**src/rtl/tsu_queue_mux_if.sv**
```systemverilog
// rtl/tsu_queue_mux_if.sv - channel queue and output FIFO port bundle for tsu_queue_mux

interface tsu_queue_mux_if #(
  parameter int NCH   = 2,
  parameter int DW    = 64,
  parameter int SW    = 8,
  parameter int DEPTH = 16
);
  localparam int CW = (NCH > 1) ? $clog2(NCH) : 1;
  localparam int LW = $clog2(DEPTH) + 1;

  logic [NCH-1:0]    ch_en;
  logic [NCH*SW-1:0] ch_rd_stat;
  logic [NCH*DW-1:0] ch_rd_data;
  logic [NCH-1:0]    ch_rd_en;
  logic              out_valid;
  logic              out_ready;
  logic [DW-1:0]     out_data;
  logic [CW-1:0]     out_ch;
  logic [LW-1:0]     out_level;
  logic              busy;

  modport master (
    input  ch_en, ch_rd_stat, ch_rd_data, out_ready,
    output ch_rd_en, out_valid, out_data, out_ch, out_level, busy
  );

  modport slave (
    output ch_en, ch_rd_stat, ch_rd_data, out_ready,
    input  ch_rd_en, out_valid, out_data, out_ch, out_level, busy
  );
endinterface

```
**src/rtl/tsu_queue_mux.sv**
```systemverilog
// rtl/tsu_queue_mux.sv - round-robin merger of tsu timestamp queues into a tagged FWFT FIFO

module tsu_queue_mux #(
  parameter int NCH      = 2,
  parameter int DW       = 64,
  parameter int SW       = 8,
  parameter int DEPTH    = 16,
  parameter int RD_LAT   = 1,
  parameter int STAT_LAT = 2
) (
  input  logic             q_rd_clk,
  input  logic             rst_n,
  tsu_queue_mux_if.master  bus
);
  localparam int CW        = (NCH > 1) ? $clog2(NCH) : 1;
  localparam int LW        = $clog2(DEPTH) + 1;
  localparam int AW        = $clog2(DEPTH);
  localparam int CNT_W     = 16;
  // last counter value in WAIT / HOLD; only meaningful when that state is reachable
  localparam int WAIT_LAST = (RD_LAT > 1) ? RD_LAT - 2 : 0;
  localparam int HOLD_LAST = (STAT_LAT > 0) ? STAT_LAT - 1 : 0;

  typedef enum logic [2:0] {
    S_IDLE,
    S_RD,
    S_WAIT,
    S_CAP,
    S_HOLD
  } state_t;

  state_t             state;
  state_t             state_nxt;
  logic [CNT_W-1:0]   cnt;
  logic [CW-1:0]      ptr;
  logic [CW-1:0]      gnt_q;
  logic [NCH-1:0]     rd_en_q;
  logic [NCH-1:0]     req;
  logic               gnt_found;
  logic [CW-1:0]      gnt_idx;
  logic               fifo_room;
  logic               issue;
  logic               push;
  logic               pop;
  logic               busy_c;
  logic [DW-1:0]      cap_data;

  logic [DW-1:0]      mem_data [DEPTH];
  logic [CW-1:0]      mem_ch   [DEPTH];
  logic [AW-1:0]      wr_ptr;
  logic [AW-1:0]      rd_ptr;
  logic [LW-1:0]      level;

  // a channel requests when enabled and its queue reports a nonzero fill count
  always_comb begin
    req = '0;
    for (int i = 0; i < NCH; i++) begin
      req[i] = bus.ch_en[i] && (bus.ch_rd_stat[i*SW +: SW] != '0);
    end
  end

  // round-robin pick: first requester at or above ptr, else first requester below it
  always_comb begin
    gnt_found = 1'b0;
    gnt_idx   = '0;
    for (int i = 0; i < NCH; i++) begin
      if (!gnt_found && req[i] && (CW'(i) >= ptr)) begin
        gnt_found = 1'b1;
        gnt_idx   = CW'(i);
      end
    end
    for (int i = 0; i < NCH; i++) begin
      if (!gnt_found && req[i]) begin
        gnt_found = 1'b1;
        gnt_idx   = CW'(i);
      end
    end
  end

  assign fifo_room = (level < LW'(DEPTH));

  // FSM state register
  always_ff @(posedge q_rd_clk or negedge rst_n) begin
    if (!rst_n) begin
      state <= S_IDLE;
    end else begin
      state <= state_nxt;
    end
  end

  // FSM next-state: one pop in flight, FIFO room checked only at issue
  always_comb begin
    state_nxt = state;
    case (state)
      S_IDLE: if (gnt_found && fifo_room) state_nxt = S_RD;
      S_RD:   state_nxt = (RD_LAT > 1) ? S_WAIT : S_CAP;
      S_WAIT: if (cnt == CNT_W'(WAIT_LAST)) state_nxt = S_CAP;
      S_CAP:  state_nxt = (STAT_LAT > 0) ? S_HOLD : S_IDLE;
      S_HOLD: if (cnt == CNT_W'(HOLD_LAST)) state_nxt = S_IDLE;
      default: state_nxt = S_IDLE;
    endcase
  end

  // FSM outputs: issue a grant on leaving IDLE, push in CAP
  always_comb begin
    issue  = 1'b0;
    push   = 1'b0;
    busy_c = 1'b1;
    case (state)
      S_IDLE: begin
        busy_c = 1'b0;
        issue  = (state_nxt == S_RD);
      end
      S_CAP:   push = 1'b1;
      default: ;
    endcase
  end

  // dwell counter for WAIT and HOLD, restarted on every state change
  always_ff @(posedge q_rd_clk or negedge rst_n) begin
    if (!rst_n) begin
      cnt <= '0;
    end else if (state_nxt != state) begin
      cnt <= '0;
    end else if (state == S_WAIT || state == S_HOLD) begin
      cnt <= cnt + CNT_W'(1);
    end
  end

  // latch the grant, drive the one-cycle pop strobe, advance ptr past the captured channel
  always_ff @(posedge q_rd_clk or negedge rst_n) begin
    if (!rst_n) begin
      gnt_q   <= '0;
      rd_en_q <= '0;
      ptr     <= '0;
    end else begin
      for (int i = 0; i < NCH; i++) begin
        rd_en_q[i] <= issue && (gnt_idx == CW'(i));
      end
      if (issue) begin
        gnt_q <= gnt_idx;
      end
      if (push) begin
        ptr <= (gnt_q == CW'(NCH - 1)) ? '0 : gnt_q + CW'(1);
      end
    end
  end

  // select the granted channel's record for capture
  always_comb begin
    cap_data = '0;
    for (int i = 0; i < NCH; i++) begin
      if (gnt_q == CW'(i)) cap_data = bus.ch_rd_data[i*DW +: DW];
    end
  end

  assign pop = (level != '0) && bus.out_ready;

  // FIFO storage, written at the end of CAP
  always_ff @(posedge q_rd_clk) begin
    if (push) begin
      mem_data[wr_ptr] <= cap_data;
      mem_ch[wr_ptr]   <= gnt_q;
    end
  end

  // FIFO pointers and occupancy; simultaneous push and pop leave the level unchanged
  always_ff @(posedge q_rd_clk or negedge rst_n) begin
    if (!rst_n) begin
      wr_ptr <= '0;
      rd_ptr <= '0;
      level  <= '0;
    end else begin
      if (push) wr_ptr <= wr_ptr + AW'(1);
      if (pop)  rd_ptr <= rd_ptr + AW'(1);
      case ({push, pop})
        2'b10:   level <= level + LW'(1);
        2'b01:   level <= level - LW'(1);
        default: level <= level;
      endcase
    end
  end

  // head is forced to zero while empty so the port reads clean after reset
  assign bus.out_valid = (level != '0);
  assign bus.out_data  = bus.out_valid ? mem_data[rd_ptr] : '0;
  assign bus.out_ch    = bus.out_valid ? mem_ch[rd_ptr] : '0;
  assign bus.out_level = level;
  assign bus.ch_rd_en  = rd_en_q;
  assign bus.busy      = busy_c;

endmodule

```
**src/flat_wrapper.sv**
```systemverilog
// flat-port wrapper written by rule: the top's interface ports become plain ports
module tsu_queue_mux_flat 
#(
  parameter int NCH      = 2,
  parameter int DW       = 64,
  parameter int SW       = 8,
  parameter int DEPTH    = 16,
  parameter int RD_LAT   = 1,
  parameter int STAT_LAT = 2
)
  (q_rd_clk, rst_n, bus_ch_en, bus_ch_rd_stat, bus_ch_rd_data, bus_out_ready, bus_ch_rd_en, bus_out_valid, bus_out_data, bus_out_ch, bus_out_level, bus_busy);
  tsu_queue_mux_if #(.NCH(NCH), .DW(DW), .SW(SW), .DEPTH(DEPTH)) bus_i ();
  input  logic q_rd_clk;
  input  logic rst_n;
  input wire logic [$bits(bus_i.ch_en)-1:0] bus_ch_en;
  input wire logic [$bits(bus_i.ch_rd_stat)-1:0] bus_ch_rd_stat;
  input wire logic [$bits(bus_i.ch_rd_data)-1:0] bus_ch_rd_data;
  input wire logic [$bits(bus_i.out_ready)-1:0] bus_out_ready;
  output wire logic [$bits(bus_i.ch_rd_en)-1:0] bus_ch_rd_en;
  output wire logic [$bits(bus_i.out_valid)-1:0] bus_out_valid;
  output wire logic [$bits(bus_i.out_data)-1:0] bus_out_data;
  output wire logic [$bits(bus_i.out_ch)-1:0] bus_out_ch;
  output wire logic [$bits(bus_i.out_level)-1:0] bus_out_level;
  output wire logic [$bits(bus_i.busy)-1:0] bus_busy;
  assign bus_i.ch_en = bus_ch_en;
  assign bus_i.ch_rd_stat = bus_ch_rd_stat;
  assign bus_i.ch_rd_data = bus_ch_rd_data;
  assign bus_i.out_ready = bus_out_ready;
  assign bus_ch_rd_en = bus_i.ch_rd_en;
  assign bus_out_valid = bus_i.out_valid;
  assign bus_out_data = bus_i.out_data;
  assign bus_out_ch = bus_i.out_ch;
  assign bus_out_level = bus_i.out_level;
  assign bus_busy = bus_i.busy;
  tsu_queue_mux #(.NCH(NCH), .DW(DW), .SW(SW), .DEPTH(DEPTH), .RD_LAT(RD_LAT), .STAT_LAT(STAT_LAT)) u_core (.q_rd_clk(q_rd_clk), .rst_n(rst_n), .bus(bus_i));
endmodule
```
**config.mk**
```make
export PLATFORM = sky130hd
export DESIGN_NAME = tsu_queue_mux_flat
export DESIGN_NICKNAME = d
export VERILOG_FILES = /design/src/rtl/tsu_queue_mux_if.sv /design/src/rtl/tsu_queue_mux.sv /design/src/flat_wrapper.sv
export SDC_FILE = /design/constraint.sdc
export NUM_CORES = 1
export LEC_CHECK = 0
export BUFFER_PORTS_ARGS = -buffer_cell sky130_fd_sc_hd__buf_2
export CAP_MARGIN = 25
export CORE_ASPECT_RATIO = 1.75
export CORE_MARGIN = 5
export CORE_UTILIZATION = 55
export DETAILED_ROUTE_END_ITERATION = 10
export GPL_TIMING_DRIVEN = 0
export HOLD_SLACK_MARGIN = 0.08
export PLACE_DENSITY = 0.73
export SYNTH_ARGS = -nofsm -noshare
export SYNTH_HDL_FRONTEND = slang
export SYNTH_SLANG_ARGS = --single-unit
```
**constraint.sdc**
```tcl
create_clock -name q_rd_clk -period 13.45 [get_ports q_rd_clk]
set_input_delay 0.6725 -clock q_rd_clk [delete_from_list [all_inputs] [get_ports q_rd_clk]]
set_output_delay 0.6725 -clock q_rd_clk [all_outputs]
set_load 0.005 [all_outputs]
```
==> flow_metrics.tcl <==
set metrics [dict create \
    max_cap_viol_count 0 \
    initial_core_util_pct 55.5 \
    grtUsageTotal_pct 24.4 \
    switchingPower_w 0.00309 \
    synth-seq-cells 1076 \
    swShare_pct 31.1 \
    cts-resized-gates 0 \
    layout_min_cycle_time_ns 4.24 \
    die_w_um 218 \
    antenna_left 0 \
    path_clk_slew_ns 0.07 \
    vias 21000 \
    slew_headroom_pct 30.5 \
    worstMarginPinSlew_ns 1.04 \
    synth_compound_area_share_pct 3.48 \
    grt_max_degree 37 \
    finClkSkew_ns 0.0150 \
    synth_most_common_cell "edfxtp_1" \
    holdWs_ns 0.152 \
    syn_to_final_growth_pct 15.5 \
    synthTopCellsByCount "1040 x edfxtp_1, 260 x mux4_2, 130 x a22oi_1" \
    gp_congestion 0.743 \
    crit-reg2reg-launch "u_core.state[2]$_DFF_PN0_" \
    die_h_um 374 \
    hp-class "in -> async" \
    combPwrFrac_pct 32.3 \
    ys_types 44 \
    dieArea_um2 81500 \
    post-route-period-util_pct 31.5 \
    worstPathArrival_ns 3.57 \
    muxShareOfSynthArea_pct 15.8 \
    firstDrtPassIters 5 \
    cpMaxStageDelayCell "clkbuf_1" \
    startpoint_type "register" \
    path_delay_family "buffers and inverters" \
    crit_path_start "u_core.rd_ptr[2]$_DFFE_PN0P_" \
    vdd_drop_max_mv 0.126 \
    htreeDepth 3 \
    rows 133 \
    synthCells 1877 \
    cp.required_ns 12.78 \
    fmax_ghz 0.236 \
    async_reset_ff_share_pct 3.35 \
    yosys.area_share.simple_pct 1.28 \
    n_fill_cell 4865 \
    cts_buffer_depth 3 \
    hold_viol_final 0 \
    final_max_slew_viol_count 0 \
    drt_iter0_markers 2272 \
    post_cts_buffers 0 \
    dp_hpwl_mm 64.9 \
    synth-adder-area-share_pct 0.409 \
    io_pins 223 \
    synth_top_area_cell "edfxtp_1" \
    crit_chain "buf_2 -> buf_2 -> clkbuf_1 -> mux4_2 -> a22oi_1 -> a21oi_1 -> buf_2" \
    p_seq_share_pct 42.0 \
    r2r.worst_path.cells 8 \
    syn_nets 2039 \
    clk_latency_ns 0.63 \
    synth_top_area_share_pct 75.0 \
    cts_hold_buf 0 \
    critical_path_depth 7 \
    crit_fanout 10 \
    critical_path_class "reg -> out" \
    powerDensity_nw_per_um2 207 \
    synth-edff-count 1040 \
    wl_mm 99.1 \
    gr-total-overflow 0 \
    cts_tree "done" \
    p_clk_share_pct 25.7 \
    port_buffers 222 \
    viasPerCell 6.30 \
    setup_violations 0 \
    status "finished, final reports clean" \
    synthTopCellsByArea "edfxtp_1 75%, mux4_2 14%, a22oi_1 2.3%" \
    ys_warn_count 0 \
    synth_top_family_by_area "multiplexers" \
    cts-root-buf "clkbuf_16" \
    antennaDiodeCount 0 \
    yosys.area_share.xor_xnor_pct 0.568 \
    syn_area_um2 41600 \
    grt_pass1_wl_mm 147 \
    crit_path_end_kind "primary output" \
    worst-path-buf-inv 4 \
    setup_tns_ns 0 \
    grt_pass1_vias 22700 \
    avgRoutedWirePerCell_um 29.7 \
    max_stage_delay_ns 0.67 \
    layout.nets 2420 \
    path_common_cell "buf_2" \
    p_leak_nw 15.5 \
    p_int_w 0.00685 \
    cts_inserted_buffers 88 \
    synth_area_per_cell_um2 22.2 \
    antenna_found_initial 1 \
    clkSinkCount 1076 \
    rsz0062_at_grt "no" \
    drc 0 \
    ys.flop_type "edfxtp_1" \
    ys_seq_area_share_pct 77.2 \
    core_um2 75100 \
    drive_gt1_share_pct 34.4 \
]
## power by group through the flow
stage	logic [W]	registers [W]	clock network [W]
after floorplan	0.00200	0.00423	0
after global placement	0.00308	0.00427	0
after detailed placement	0.00324	0.00424	0
after CTS	0.00326	0.00417	0.00259
after global routing	0.00344	0.00418	0.00273
final	0.00321	0.00417	0.00256
## layer usage
metal,routed length (um),track usage [%],vias to the layer above
met4,2360,6.64,0
met5,0,0,-
li1,-,-,8694
met3,7490,3.57,181
met1,34700,30.6,11100
met2,54500,44.6,1083
## kinds of logic (layout without fill, tap and decap cells)
kind of cell	after synthesis	in the layout
and+or+nand+nor	100	100
muxes	325	325
buffers and inverters	121	568
DFF	1076	1076
adders and majority gates	13	13
AOI/OAI and AO/OA	215	215
xor gates and xnor gates	27	27
## flip-flops by register name, summed over array words and instances, names as in the netlist
| register | cells |
|---|---|
| u_core.state | 3 |
| u_core.gnt_q | 1 |
| u_core.mem_data | 1024 |
| u_core.mem_ch | 16 |
| u_core.wr_ptr | 4 |
| u_core.bus.out_level | 5 |
| u_core.bus.ch_rd_en | 2 |
| u_core.rd_ptr | 4 |
| u_core.cnt | 16 |
| u_core.ptr | 1 |
## per-stage QoR
| stage | cells | setup slack, ns | utilization [%] | total power, W | instance area [um^2] |
|---|---|---|---|---|---|
| global route | 3336 | 9.13 | 64.0 | 0.0103 | 48100 |
| finish | 3336 | 9.21 | 64.0 | 0.00994 | 48100 |
| CTS | 3336 | 9.18 | 64.0 | 0.0100 | 48100 |
| floorplan | 1877 | 7.31 | - | 0.00624 | 41600 |
| global placement | 3111 | 1.59 | 58.6 | 0.00735 | 44000 |
| detailed placement | 3180 | 9.88 | 60.3 | 0.00748 | 45200 |
## cell usage in the layout (no fill, tap or decap), types with 16 or more instances in the layout
cell type  synthesis  final
a22oi_1          130    130
xor2_1            16     16
nor2_1            34     22
clkbuf_1          63     83
buf_2             31    253
a21oi_1           69     69
nand2_1           17     17
edfxtp_1        1040   1040
mux4_2           260    260
mux2_2            65     65
buf_12             0     31
buf_6              2     26
clkbuf_16          0     89
clkinv_1           0     17
dfrtp_1           36     36
## path summary, 6_finish.rpt
kind	to	slack [ns]
worst max-delay path	bus_out_data[30]	9.21
worst min-delay path	u_core.bus.ch_rd_en[0]$_DFF_PN0_	0.15
worst max register to register	u_core.mem_data[2][28]$_DFFE_PP_	10.21
worst min register to register	u_core.bus.out_level[4]$_DFFE_PN0P_	0.53
max in group asynchronous	u_core.wr_ptr[0]$_DFFE_PN0P_	12.75
min in group q_rd_clk	u_core.bus.ch_rd_en[0]$_DFF_PN0_	0.39
## final cells by class
class                           instances  area [um^2]  area share [%]
Sequential cell                      1076        32100            66.9
Multi-Input combinational cell        680         9090            18.9
Clock buffer                          110         2310            4.80
Timing Repair Buffer                  291         2240            4.67
Tap cell                             1012         1270            2.63
Clock inverter                         46          504            1.05
Buffer                                110          479           0.997
Inverter                               11         41.3          0.0859
No activity file was read; power rests on OpenSTA's default activity.
